==> src/rtl/apb_master_seq.sv <==
// APB requester: queues write/read commands and runs each one as an APB SETUP/ACCESS transfer.
// Optional ACCESS wait-state timeout is built only when APB_MASTER_TIMEOUT_EN is defined.
module apb_master_seq #(
  parameter int ADDR_WIDTH  = 8,
  parameter int DATA_WIDTH  = 8,
  parameter int CMD_DEPTH   = 4,
  parameter int TIMEOUT_CYC = 16
) (
  input  logic                  PCLK,
  input  logic                  PRESETn,
  input  logic                  cmd_valid,
  output logic                  cmd_ready,
  input  logic                  cmd_write,
  input  logic [ADDR_WIDTH-1:0] cmd_addr,
  input  logic [DATA_WIDTH-1:0] cmd_wdata,
  output logic                  rsp_valid,
  input  logic                  rsp_ready,
  output logic [DATA_WIDTH-1:0] rsp_rdata,
  output logic                  rsp_err,
  output logic                  rsp_timeout,
  output logic                  busy,
  output logic                  PSEL,
  output logic                  PENABLE,
  output logic                  PWRITE,
  output logic [ADDR_WIDTH-1:0] PADDR,
  output logic [DATA_WIDTH-1:0] PWDATA,
  input  logic                  PREADY,
  input  logic                  PSLVERR,
  input  logic [DATA_WIDTH-1:0] PRDATA
);

  localparam int PTR_W = $clog2(CMD_DEPTH);
  localparam int CNT_W = PTR_W + 1;

  typedef enum logic [1:0] {IDLE, SETUP, ACCESS} state_t;

  state_t state, state_d;

  logic                  fifo_write [CMD_DEPTH];
  logic [ADDR_WIDTH-1:0] fifo_addr  [CMD_DEPTH];
  logic [DATA_WIDTH-1:0] fifo_wdata [CMD_DEPTH];
  logic [PTR_W-1:0]      wr_ptr, rd_ptr;
  logic [CNT_W-1:0]      count;
  logic                  fifo_full, fifo_empty, push, pop;

  logic                  psel_d, penable_d, pwrite_d;
  logic [ADDR_WIDTH-1:0] paddr_d;
  logic [DATA_WIDTH-1:0] pwdata_d;
  logic                  complete, abort, timeout_hit;

  assign fifo_full  = (count == CNT_W'(CMD_DEPTH));
  assign fifo_empty = (count == '0);
  assign cmd_ready  = !fifo_full;
  assign push       = cmd_valid && cmd_ready;
  assign busy       = (state != IDLE) || !fifo_empty;

  always_ff @(posedge PCLK) begin
    if (push) begin
      fifo_write[wr_ptr] <= cmd_write;
      fifo_addr[wr_ptr]  <= cmd_addr;
      fifo_wdata[wr_ptr] <= cmd_wdata;
    end
  end

  // Pointers wrap naturally because the depth is a power of two.
  always_ff @(posedge PCLK or negedge PRESETn) begin
    if (!PRESETn) begin
      wr_ptr <= '0;
      rd_ptr <= '0;
      count  <= '0;
    end else begin
      if (push) wr_ptr <= wr_ptr + 1'b1;
      if (pop)  rd_ptr <= rd_ptr + 1'b1;
      case ({push, pop})
        2'b10:   count <= count + 1'b1;
        2'b01:   count <= count - 1'b1;
        default: count <= count;
      endcase
    end
  end

  always_ff @(posedge PCLK or negedge PRESETn) begin
    if (!PRESETn) state <= IDLE;
    else          state <= state_d;
  end

  always_comb begin
    state_d   = state;
    psel_d    = 1'b0;
    penable_d = 1'b0;
    pwrite_d  = PWRITE;
    paddr_d   = PADDR;
    pwdata_d  = PWDATA;
    pop       = 1'b0;
    complete  = 1'b0;
    abort     = 1'b0;
    case (state)
      IDLE: begin
        pwdata_d = '0;
        // A new transfer may start only if its response will have somewhere to land.
        if (!fifo_empty && (!rsp_valid || rsp_ready)) begin
          state_d  = SETUP;
          pop      = 1'b1;
          psel_d   = 1'b1;
          pwrite_d = fifo_write[rd_ptr];
          paddr_d  = fifo_addr[rd_ptr];
          pwdata_d = fifo_write[rd_ptr] ? fifo_wdata[rd_ptr] : '0;
        end
      end
      SETUP: begin
        state_d   = ACCESS;
        psel_d    = 1'b1;
        penable_d = 1'b1;
      end
      ACCESS: begin
        if (PREADY) begin
          state_d  = IDLE;
          complete = 1'b1;
          pwdata_d = '0;
        end else if (timeout_hit) begin
          state_d  = IDLE;
          abort    = 1'b1;
          pwdata_d = '0;
        end else begin
          psel_d    = 1'b1;
          penable_d = 1'b1;
        end
      end
      default: state_d = IDLE;
    endcase
  end

  always_ff @(posedge PCLK or negedge PRESETn) begin
    if (!PRESETn) begin
      PSEL    <= 1'b0;
      PENABLE <= 1'b0;
      PWRITE  <= 1'b0;
      PADDR   <= '1;
      PWDATA  <= '0;
    end else begin
      PSEL    <= psel_d;
      PENABLE <= penable_d;
      PWRITE  <= pwrite_d;
      PADDR   <= paddr_d;
      PWDATA  <= pwdata_d;
    end
  end

`ifdef APB_MASTER_TIMEOUT_EN
  localparam int TW = $clog2(TIMEOUT_CYC + 1);

  logic [TW-1:0] wait_cnt;
  logic          rsp_to_q;

  // The abort fires on the TIMEOUT_CYC-th ACCESS cycle seen with PREADY low.
  assign timeout_hit = (wait_cnt == TW'(TIMEOUT_CYC - 1));

  always_ff @(posedge PCLK or negedge PRESETn) begin
    if (!PRESETn) begin
      wait_cnt <= '0;
    end else if (state == IDLE && state_d == SETUP) begin
      wait_cnt <= '0;
    end else if (state == ACCESS && !PREADY && !timeout_hit) begin
      wait_cnt <= wait_cnt + 1'b1;
    end
  end

  always_ff @(posedge PCLK or negedge PRESETn) begin
    if (!PRESETn)      rsp_to_q <= 1'b0;
    else if (complete) rsp_to_q <= 1'b0;
    else if (abort)    rsp_to_q <= 1'b1;
  end

  assign rsp_timeout = rsp_to_q;
`else
  assign timeout_hit = 1'b0;
  assign rsp_timeout = 1'b0;
`endif

  // A completion in the same cycle as a handshake reloads the slot instead of clearing it.
  always_ff @(posedge PCLK or negedge PRESETn) begin
    if (!PRESETn) begin
      rsp_valid <= 1'b0;
      rsp_rdata <= '0;
      rsp_err   <= 1'b0;
    end else if (complete) begin
      rsp_valid <= 1'b1;
      rsp_rdata <= PWRITE ? '0 : PRDATA;
      rsp_err   <= PSLVERR;
    end else if (abort) begin
      rsp_valid <= 1'b1;
      rsp_rdata <= '0;
      rsp_err   <= 1'b1;
    end else if (rsp_ready) begin
      rsp_valid <= 1'b0;
    end
  end

endmodule

==> config.mk <==
export PLATFORM = sky130hd
export DESIGN_NAME = apb_master_seq
export DESIGN_NICKNAME = d
export VERILOG_FILES = /design/src/rtl/apb_master_seq.sv
export SDC_FILE = /design/constraint.sdc
export NUM_CORES = 1
export LEC_CHECK = 0
export ABC_AREA = 1
export BUFFER_PORTS_ARGS = -buffer_cell sky130_fd_sc_hd__buf_2
export CORE_MARGIN = 4
export CORE_UTILIZATION = 45
export CTS_CLUSTER_DIAMETER = 120
export DETAILED_ROUTE_END_ITERATION = 16
export MAX_ROUTING_LAYER = met4
export PLACE_DENSITY = 0.69
export SYNTH_ARGS = -nofsm -noshare
export SYNTH_HDL_FRONTEND = slang
export SYNTH_SLANG_ARGS = --single-unit
export TNS_END_PERCENT = 20
==> constraint.sdc <==
create_clock -name PCLK -period 2.1 [get_ports PCLK]
set_input_delay 0.315 -clock PCLK [delete_from_list [all_inputs] [get_ports PCLK]]
set_output_delay 0.315 -clock PCLK [all_outputs]
set_load 0.02 [all_outputs]
==> flow_summary.toml, run 1 <==
[worst_setup_path]
crit_path_start_kind = "register"
timing.rr.start = "state[1]"
worstPathArrival_ns = 2.24
path_class = "reg -> reg"
rr_worst_depth = 11
required_ns = 2.38
critPathLaunch = "state[1]"
cp_max_fo = 4
crit_path_end_kind = "register"

[floorplanning]
core_area_um2 = 9770
die_h_um = 108
die_area_um2 = 11700
num_io_pins = 63
die_w_um = 108
initial_core_util_pct = 46.1
num_rows = 36

[pwr]
peakVddDrop_v = 0.000584
p_leak_nw = 2.43
powerDensity_nw_per_um2 = 1450

[clock_tree]
cts_hold_buffers = 0
clkTransAtPathRegs_ns = 0.10
tritoncts = "yes"
cts_max_level = 3
cts-root-buf = "clkbuf_8"
cts_buffers = 9
ctsLongestPathBuffers = 2
clk_latency_ns = 0.36
clock-sinks = 106

[synth]
netlist_area_um2 = 4500
synth_common_cells = "nand2_1, edfxtp_1, inv_1"
yosys_register_bits = 106
synthTopCellsByArea = "edfxtp_1, dfrtp_1, nand2_1"
synth_edf_count = 68
postSynthAreaPerCell_um2 = 10.5
ys.warnings.count = 0
async_reset_ff_share_pct = 35.8
ys_seq_area_share_pct = 66.7
synthFlopType = "edfxtp_1"
netlist-cell-type-count = 26
synth_nets = 468
post-synth-top-count-cell = "nand2_1"
syn-instance-count = 427
synth_top_area_share_pct = 45.3
synth_area_leader_cell = "edfxtp_1"

[placement]
hpwlAfterDp_um = 5660
globalplace.congestion = 0.799
portBuffers = 61
placed_area_um2 = 4930

[detailed_routing]
drcViolationCount = 0
dr.first_iter.drc_count = 170
vias = 2992
wl_per_cell_um = 13.7
drt-total-wl_um = 8700
first_pass_iters = 4
drt-vias-per-instance = 4.72
ant_nets = 0

[finish]
area_growth_pct = 14.5
final_nets = 537
drive_gt1_share_pct = 22.0
fillCellCount = 856
diodes = 0
final_area_um2 = 5160

[grt]
grt_usage_pct = 16.2
overflow = 0
grt_max_degree = 39
grt_pass1_wl_um = 14100
grt_pass1_vias = 2949
antenna_found_initial = 0

[outcome]
outcome = "finished, final reports clean"

[sta]
tightest_slew_ns = 0.897
slew_headroom_pct = 40.2
rsz0062_at_grt = "no"
tns_ns = 0
fin_crit_sh_pct = 93.4
hold_viol_final = 0
fmaxAchievable_mhz = 510
holdWs_ns = 0.0704
setup_viol = 0
period_minus_slack_ns = 1.96
slew_violations = 0
finClkSkew_ns = 0.0166

[min_path]
hold_path.class = "in -> async"

[job]
drv_cap = 0
-- cells by family after synthesis --
kind of cell               after synthesis  share of synthesized area (%)
and+or+nand+nor                        203                           18.3
DFF                                    106                           66.7
other                                    1                         0.0833
adders and majority gates               10                           2.94
AOI/OAI and AO/OA                       31                           3.53
xor gates and xnor gates                 5                          0.972
buffers and inverters                   71                           7.56
-- final timing paths --
check	endpoint	slack, ns
max reg2reg	count[2]	0.14
min in group PCLK	fifo_wdata[0][2]	0.16
min	rsp_rdata[6]	0.07
min reg2reg	PADDR[5]	0.47
max	count[2]	0.14
max in group asynchronous	PWDATA[5]	1.46
-- metrics by stage --
step / setup slack [ns] / total power [mW] / util (%) / std cells
after floorplan: 0.102 / 5.40 / - / 427
after global placement: 0.310 / 6.09 / 50.4 / 617
after detailed placement: 0.190 / 6.21 / 50.4 / 617
after CTS: 0.182 / 7.51 / 52.6 / 633
after global routing: 0.0144 / 8.07 / 52.8 / 634
final: 0.138 / 7.48 / 52.8 / 634
-- placed cells by master, fill, tap and decap left out, types with 2 or more instances in the layout --
| master | n |
|---|---|
| ha_1 | 8 |
| xor2_1 | 3 |
| inv_1 | 51 |
| xnor2_1 | 2 |
| nand3_2 | 3 |
| nand2_1 | 128 |
| buf_2 | 61 |
| dfrtp_1 | 30 |
| dfstp_2 | 8 |
| o21ai_0 | 24 |
| nand2_2 | 2 |
| a21oi_1 | 3 |
| nor2_1 | 40 |
| edfxtp_1 | 68 |
| clkbuf_8 | 9 |
| buf_4 | 11 |
| inv_6 | 3 |
| o21ai_1 | 3 |
| inv_2 | 4 |
| nand3_1 | 27 |
-- critical path, stage by stage, from the launching register on --
cell and delay (ns):
dfrtp_1 0.43, inv_1 0.10, ha_2 0.19, nand3_2 0.09, inv_2 0.08, ha_1 0.13
inv_1 0.07, fa_1 0.38, nor2_1 0.12, nor2_1 0.05, nand2_1 0.07, xor2_1 0.18
-- layer usage --
metal	vias to the layer above	track usage, %	part of all wire, %
li1	1493	-	-
met5	-	-	0
met3	13	2.69	5.2
met2	82	26.2	47
met1	1404	20.5	46
met4	0	6.04	1.6
-- report_power, final --
group | internal, mW | leakage, nW | switching [mW]
logic | 0.982 | 1.24 | 2.08
registers | 2.90 | 1.09 | 0.222
clock network | 0.574 | 0.107 | 0.717
-- cell type report --
class	count	area, µm²	area share (%)
flip-flops and latches	106	3000	58.2
clock buffers	9	124	2.40
clock inverters	7	86.3	1.67
repair buffers	72	388	7.52
inverters	57	216	4.20
multi-input cells	250	1170	22.8
well taps	133	166	3.23
-- flip-flops by register name, indices dropped and copies added (netlist names), 2 cells and up --
signal	flops
fifo_write	4
wr_ptr	2
state	2
PADDR	8
PWDATA	8
fifo_wdata	32
fifo_addr	32
rd_ptr	2
count	3
rsp_rdata	8
-- timing repair --
action | in CTS | in global routing
setup endpoints to repair | 0 | 1
gates resized for setup | 0 | 4
buffers inserted | 0 | 1
Note: power is estimated with default switching activity, not from simulation.
==> run 2: changes to the inputs <==
--- a/config.mk
+++ b/config.mk
@@ -7,7 +7,6 @@
 export LEC_CHECK = 0
 export ABC_AREA = 1
 export BUFFER_PORTS_ARGS = -buffer_cell sky130_fd_sc_hd__buf_2
-export CORE_MARGIN = 4
 export CORE_UTILIZATION = 45
 export CTS_CLUSTER_DIAMETER = 120
 export DETAILED_ROUTE_END_ITERATION = 16
==> flow_summary.toml, run 2 (synthesized netlist as in run 1, its figures left out) <==
[sta]
fmaxAchievable_mhz = 525
hold_viol_final = 0
slew_headroom_pct = 66.1
tns_ns = 0
setup_slack_ns = 0.195
rsz0062_at_grt = "no"
slew_violations = 0
fin_crit_sh_pct = 90.7
setup_viol = 0
period_minus_slack_ns = 1.91
finClkSkew_ns = 0.0128
tightest_slew_ns = 0.509

[clock_tree]
tritoncts = "yes"
clkTransAtPathRegs_ns = 0.10
cts_buffers = 9
cts_max_level = 3
ctsLongestPathBuffers = 2
cts-root-buf = "clkbuf_8"
cts_setup_buffers = 0
clk_latency_ns = 0.38
clock-sinks = 106

[detailed_routing]
wl_per_cell_um = 13.9
dr.first_iter.drc_count = 185
drt-vias-per-instance = 4.72
drcViolationCount = 0
drt-total-wl_um = 8890
first_pass_iters = 6
ant_nets = 0
vias = 3012

[worst_setup_path]
timing.rr.end = "count[2]"
critPathLaunch = "count[1]"
path_class = "reg -> reg"
r2r_setup_slack_ns = 0.19
timing.rr.start = "count[1]"
required_ns = 2.40
crit_path_start_kind = "register"
rr_worst_depth = 10
cp_max_fo = 8
crit_end = "count[2]"
worstPathArrival_ns = 2.20
crit_path_end_kind = "register"

[grt]
grt_pass1_vias = 2978
grt_pass1_wl_um = 14400
antenna_found_initial = 0
overflow = 0
grt_max_degree = 22
grt_usage_pct = 19.3

[placement]
portBuffers = 61
hpwlAfterDp_um = 5820
globalplace.congestion = 0.738
place_ws_ns = 0.193

[finish]
final_common_cell = "nand2_1"
most-common-layout-cells = "nand2_1, edfxtp_1, buf_2, inv_1, nor2_1"
diodes = 0
post-route-util_pct = 53.6
area_growth_pct = 15.7
drive_gt1_share_pct = 21.6
multi_input_area_um2 = 1170
reg_top3 = "fifo_addr: 32 flops, fifo_wdata: 32 flops"
fillCellCount = 867
final_nets = 541
final-seq-area_um2 = 3000

[floorplanning]
core_area_um2 = 9730
num_io_pins = 63
initial_core_util_pct = 46.3
die_h_um = 102
num_rows = 36
die_w_um = 102
die_area_um2 = 10400

[min_path]
hold_path.class = "in -> reg"

[pwr]
p_leak_nw = 2.46
powerDensity_nw_per_um2 = 1460
peakVddDrop_v = 0.000638

[job]
drv_cap = 0

[outcome]
outcome = "finished, final reports clean"
==> run 2: power by group <==
part	switching, mW	total, mW	internal (mW)
combinational	2.06	3.07	1.01
sequential	0.246	3.14	2.90
clock	0.697	1.41	0.713
==> run 2: per-layer routing <==
layer	routed length [µm]	track usage, %	vias to the layer above	share of wire (%)
met5	0	-	-	0
met2	4390	31.9	113	49
met3	584	4.10	9	6.6
met4	102	8.68	0	1.1
li1	-	-	1501	-
met1	3820	22.8	1389	43
==> run 2: final cells by class <==
| class | count | area share, % |
|---|---|---|
| multi-input combinational | 250 | 22.4 |
| clock buffer | 11 | 2.71 |
| sequential | 106 | 57.6 |
| clock inverter | 5 | 1.66 |
| inverter | 57 | 4.15 |
| timing repair buffer | 76 | 8.31 |
| tap | 133 | 3.19 |
==> run 2: per-stage QoR <==
stage	hold slack [ns]	instances	total power [mW]	area, µm²
CTS	0.135	638	7.70	5210
finish	0.139	638	7.62	5210
global route	0.147	638	8.20	5210
detailed placement	0.268	621	6.28	4970
floorplan	0.0194	427	5.40	4500
global placement	0.270	621	6.15	4970
==> run 2: worst min path at each step <==
stage,startpoint,to,slack [ns],cells after the start
after floorplan,PRESETn,PENABLE,0.02,0
after global placement,PRESETn,rsp_rdata[0],0.27,1
after detailed placement,PRESETn,rsp_rdata[4],0.27,1
after CTS,PSLVERR,rsp_err,0.13,3
after global routing,cmd_addr[2],fifo_addr[3][2],0.15,1
final,PSLVERR,rsp_err,0.14,3
==> run 2: timing repair <==
action | in CTS | in global routing
hold buffers | 1 | 0
resized for setup | 0 | 1
setup endpoints to repair | 0 | 1
hold endpoints to repair | 16 | 0
==> run 2: worst max-delay path: stages (launching register included) <==
cell and delay [ns]:
dfrtp_1 0.40, inv_1 0.15, nand3_1 0.16, nand2_4 0.14, ha_1 0.15, inv_1 0.07, fa_1 0.38, nor2_1 0.12
nor2_1 0.04, nand2_1 0.06, xor2_1 0.15
==> run 3: changes to the inputs <==
--- a/config.mk
+++ b/config.mk
@@ -10,6 +10,7 @@
 export CORE_UTILIZATION = 45
 export CTS_CLUSTER_DIAMETER = 120
 export DETAILED_ROUTE_END_ITERATION = 16
+export GPL_TIMING_DRIVEN = 0
 export MAX_ROUTING_LAYER = met4
 export PLACE_DENSITY = 0.69
 export SYNTH_ARGS = -nofsm -noshare
==> flow_summary.toml, run 3 (synthesized netlist as in run 1, its figures left out) <==
[worst_setup_path]
required_ns = 2.39
cp_max_fo = 10
worstPathArrival_ns = 2.25
crit_path_start_kind = "register"
r2r_setup_slack_ns = 0.14
crit_path_end_kind = "register"
path_class = "reg -> reg"

[sta]
setup_slack_ns = 0.142
hold_viol_final = 0
finClkSkew_ns = 0.00945
tightest_slew_ns = 0.891
tns_ns = 0
fmaxAchievable_mhz = 511
slew_violations = 0
setup_viol = 0
period_minus_slack_ns = 1.96
slew_headroom_pct = 40.6
fin_crit_sh_pct = 93.3
holdWs_ns = 0.0662
rsz0062_at_grt = "yes"

[finish]
drive_gt1_share_pct = 24.8
diodes = 0
fillCellCount = 863
area_growth_pct = 17.5
final_nets = 548
final_common_cell = "nand2_1"
most-common-layout-cells = "nand2_1, edfxtp_1, buf_2, inv_1, nor2_1"
fin_cells = 645
reg_top3 = "fifo_addr: 32 flops, fifo_wdata: 32 flops"

[grt]
use_met3_pct = 4.79
grt_most_used_layer = "met2"
grt_max_degree = 39
grt_usage_pct = 19.4
grt_pass1_vias = 2903
grt_pass1_wl_um = 14400
overflow = 0
met2_usage_pct = 30.2
use_met1_pct = 24.8
antenna_found_initial = 0

[clock_tree]
clkTransAtPathRegs_ns = 0.10
ctsLongestPathBuffers = 2
cts-root-buf = "clkbuf_8"
tritoncts = "yes"
cts_max_level = 3
cts_buffers = 9
clock-sinks = 106
clk_latency_ns = 0.36
cts_hold_buffers = 0

[pwr]
p_leak_nw = 2.48
peakVddDrop_v = 0.000542
powerDensity_nw_per_um2 = 1460

[floorplanning]
num_io_pins = 63
num_rows = 36
core_area_um2 = 9730
initial_core_util_pct = 46.3
die_area_um2 = 10400
die_w_um = 102
die_h_um = 102

[min_path]
hold_path.class = "in -> async"

[outcome]
outcome = "finished with violations"
violations = "design-rule violations"

[detailed_routing]
drt-vias-per-instance = 4.77
drcViolationCount = 1
ant_nets = 0
vias = 3075
dr.first_iter.drc_count = 176
drt-total-wl_um = 9140
first_pass_iters = 10
wl_per_cell_um = 14.2

[job]
drv_cap = 0

[placement]
portBuffers = 61
hpwlAfterDp_um = 6130
globalplace.congestion = 0.778
placed_cells = 625
place_ws_ns = -0.114
-- run 3: critical path, stage by stage (launching register included) --
cell and delay, ns:
dfrtp_1 0.41, inv_2 0.09, ha_4 0.17, nand3_4 0.10
inv_2 0.08, buf_6 0.13, ha_1 0.14, inv_1 0.07
fa_2 0.35, nor2_2 0.08, nor2_1 0.04, nand2_1 0.07
xor2_1 0.16
-- run 3: layout make-up --
type | count | area, µm² | share of cell area, %
repair buffers | 69 | 395 | 7.47
clock inverters | 7 | 68.8 | 1.30
plain buffers | 14 | 124 | 2.34
multi-input cells | 250 | 1200 | 22.6
flip-flops and latches | 106 | 3000 | 56.7
well taps | 133 | 166 | 3.14
inverters | 57 | 216 | 4.09
clock buffers | 9 | 124 | 2.34
-- run 3: worst paths after layout --
check / from / endpoint / cells past startpoint
max in group asynchronous: PRESETn / wr_ptr[1] / 1
setup / recovery: state[1] / count[2] / 12
min in group PCLK: cmd_addr[5] / fifo_addr[2][5] / 1
hold reg to reg: PADDR[4] / PADDR[4] / 2
hold / removal: PRESETn / rsp_rdata[0] / 1
setup reg to reg: state[1] / count[2] / 12
-- run 3: power breakdown --
part | internal [mW] | switching [mW]
sequential | 2.90 | 0.215
clock | 0.550 | 0.683
combinational | 1.19 | 2.22
total | 4.64 | 3.12
-- run 3: metrics by stage --
step                area, µm²  power, mW  utilization [%]
floorplan                4500       5.40                -
global placement         4980       6.26             51.1
detailed placement       5050       6.45             51.9
CTS                      5260       7.74             54.1
global route             5290       8.33             54.4
finish                   5290       7.76             54.4
-- run 3: metal layers --
layer  vias up  share of wire [%]
li1       1519                  -
met1      1438                 45
met2       108                 48
met3        10                5.6
met4         0                1.4
met5         -                  0
-- run 3: repair_timing --
item,4_1_cts,5_1_grt
endpoints found under the setup margin,1,1
setup buffers,1,3
resized for setup,4,4
gates cloned,0,0
pin swaps,0,2
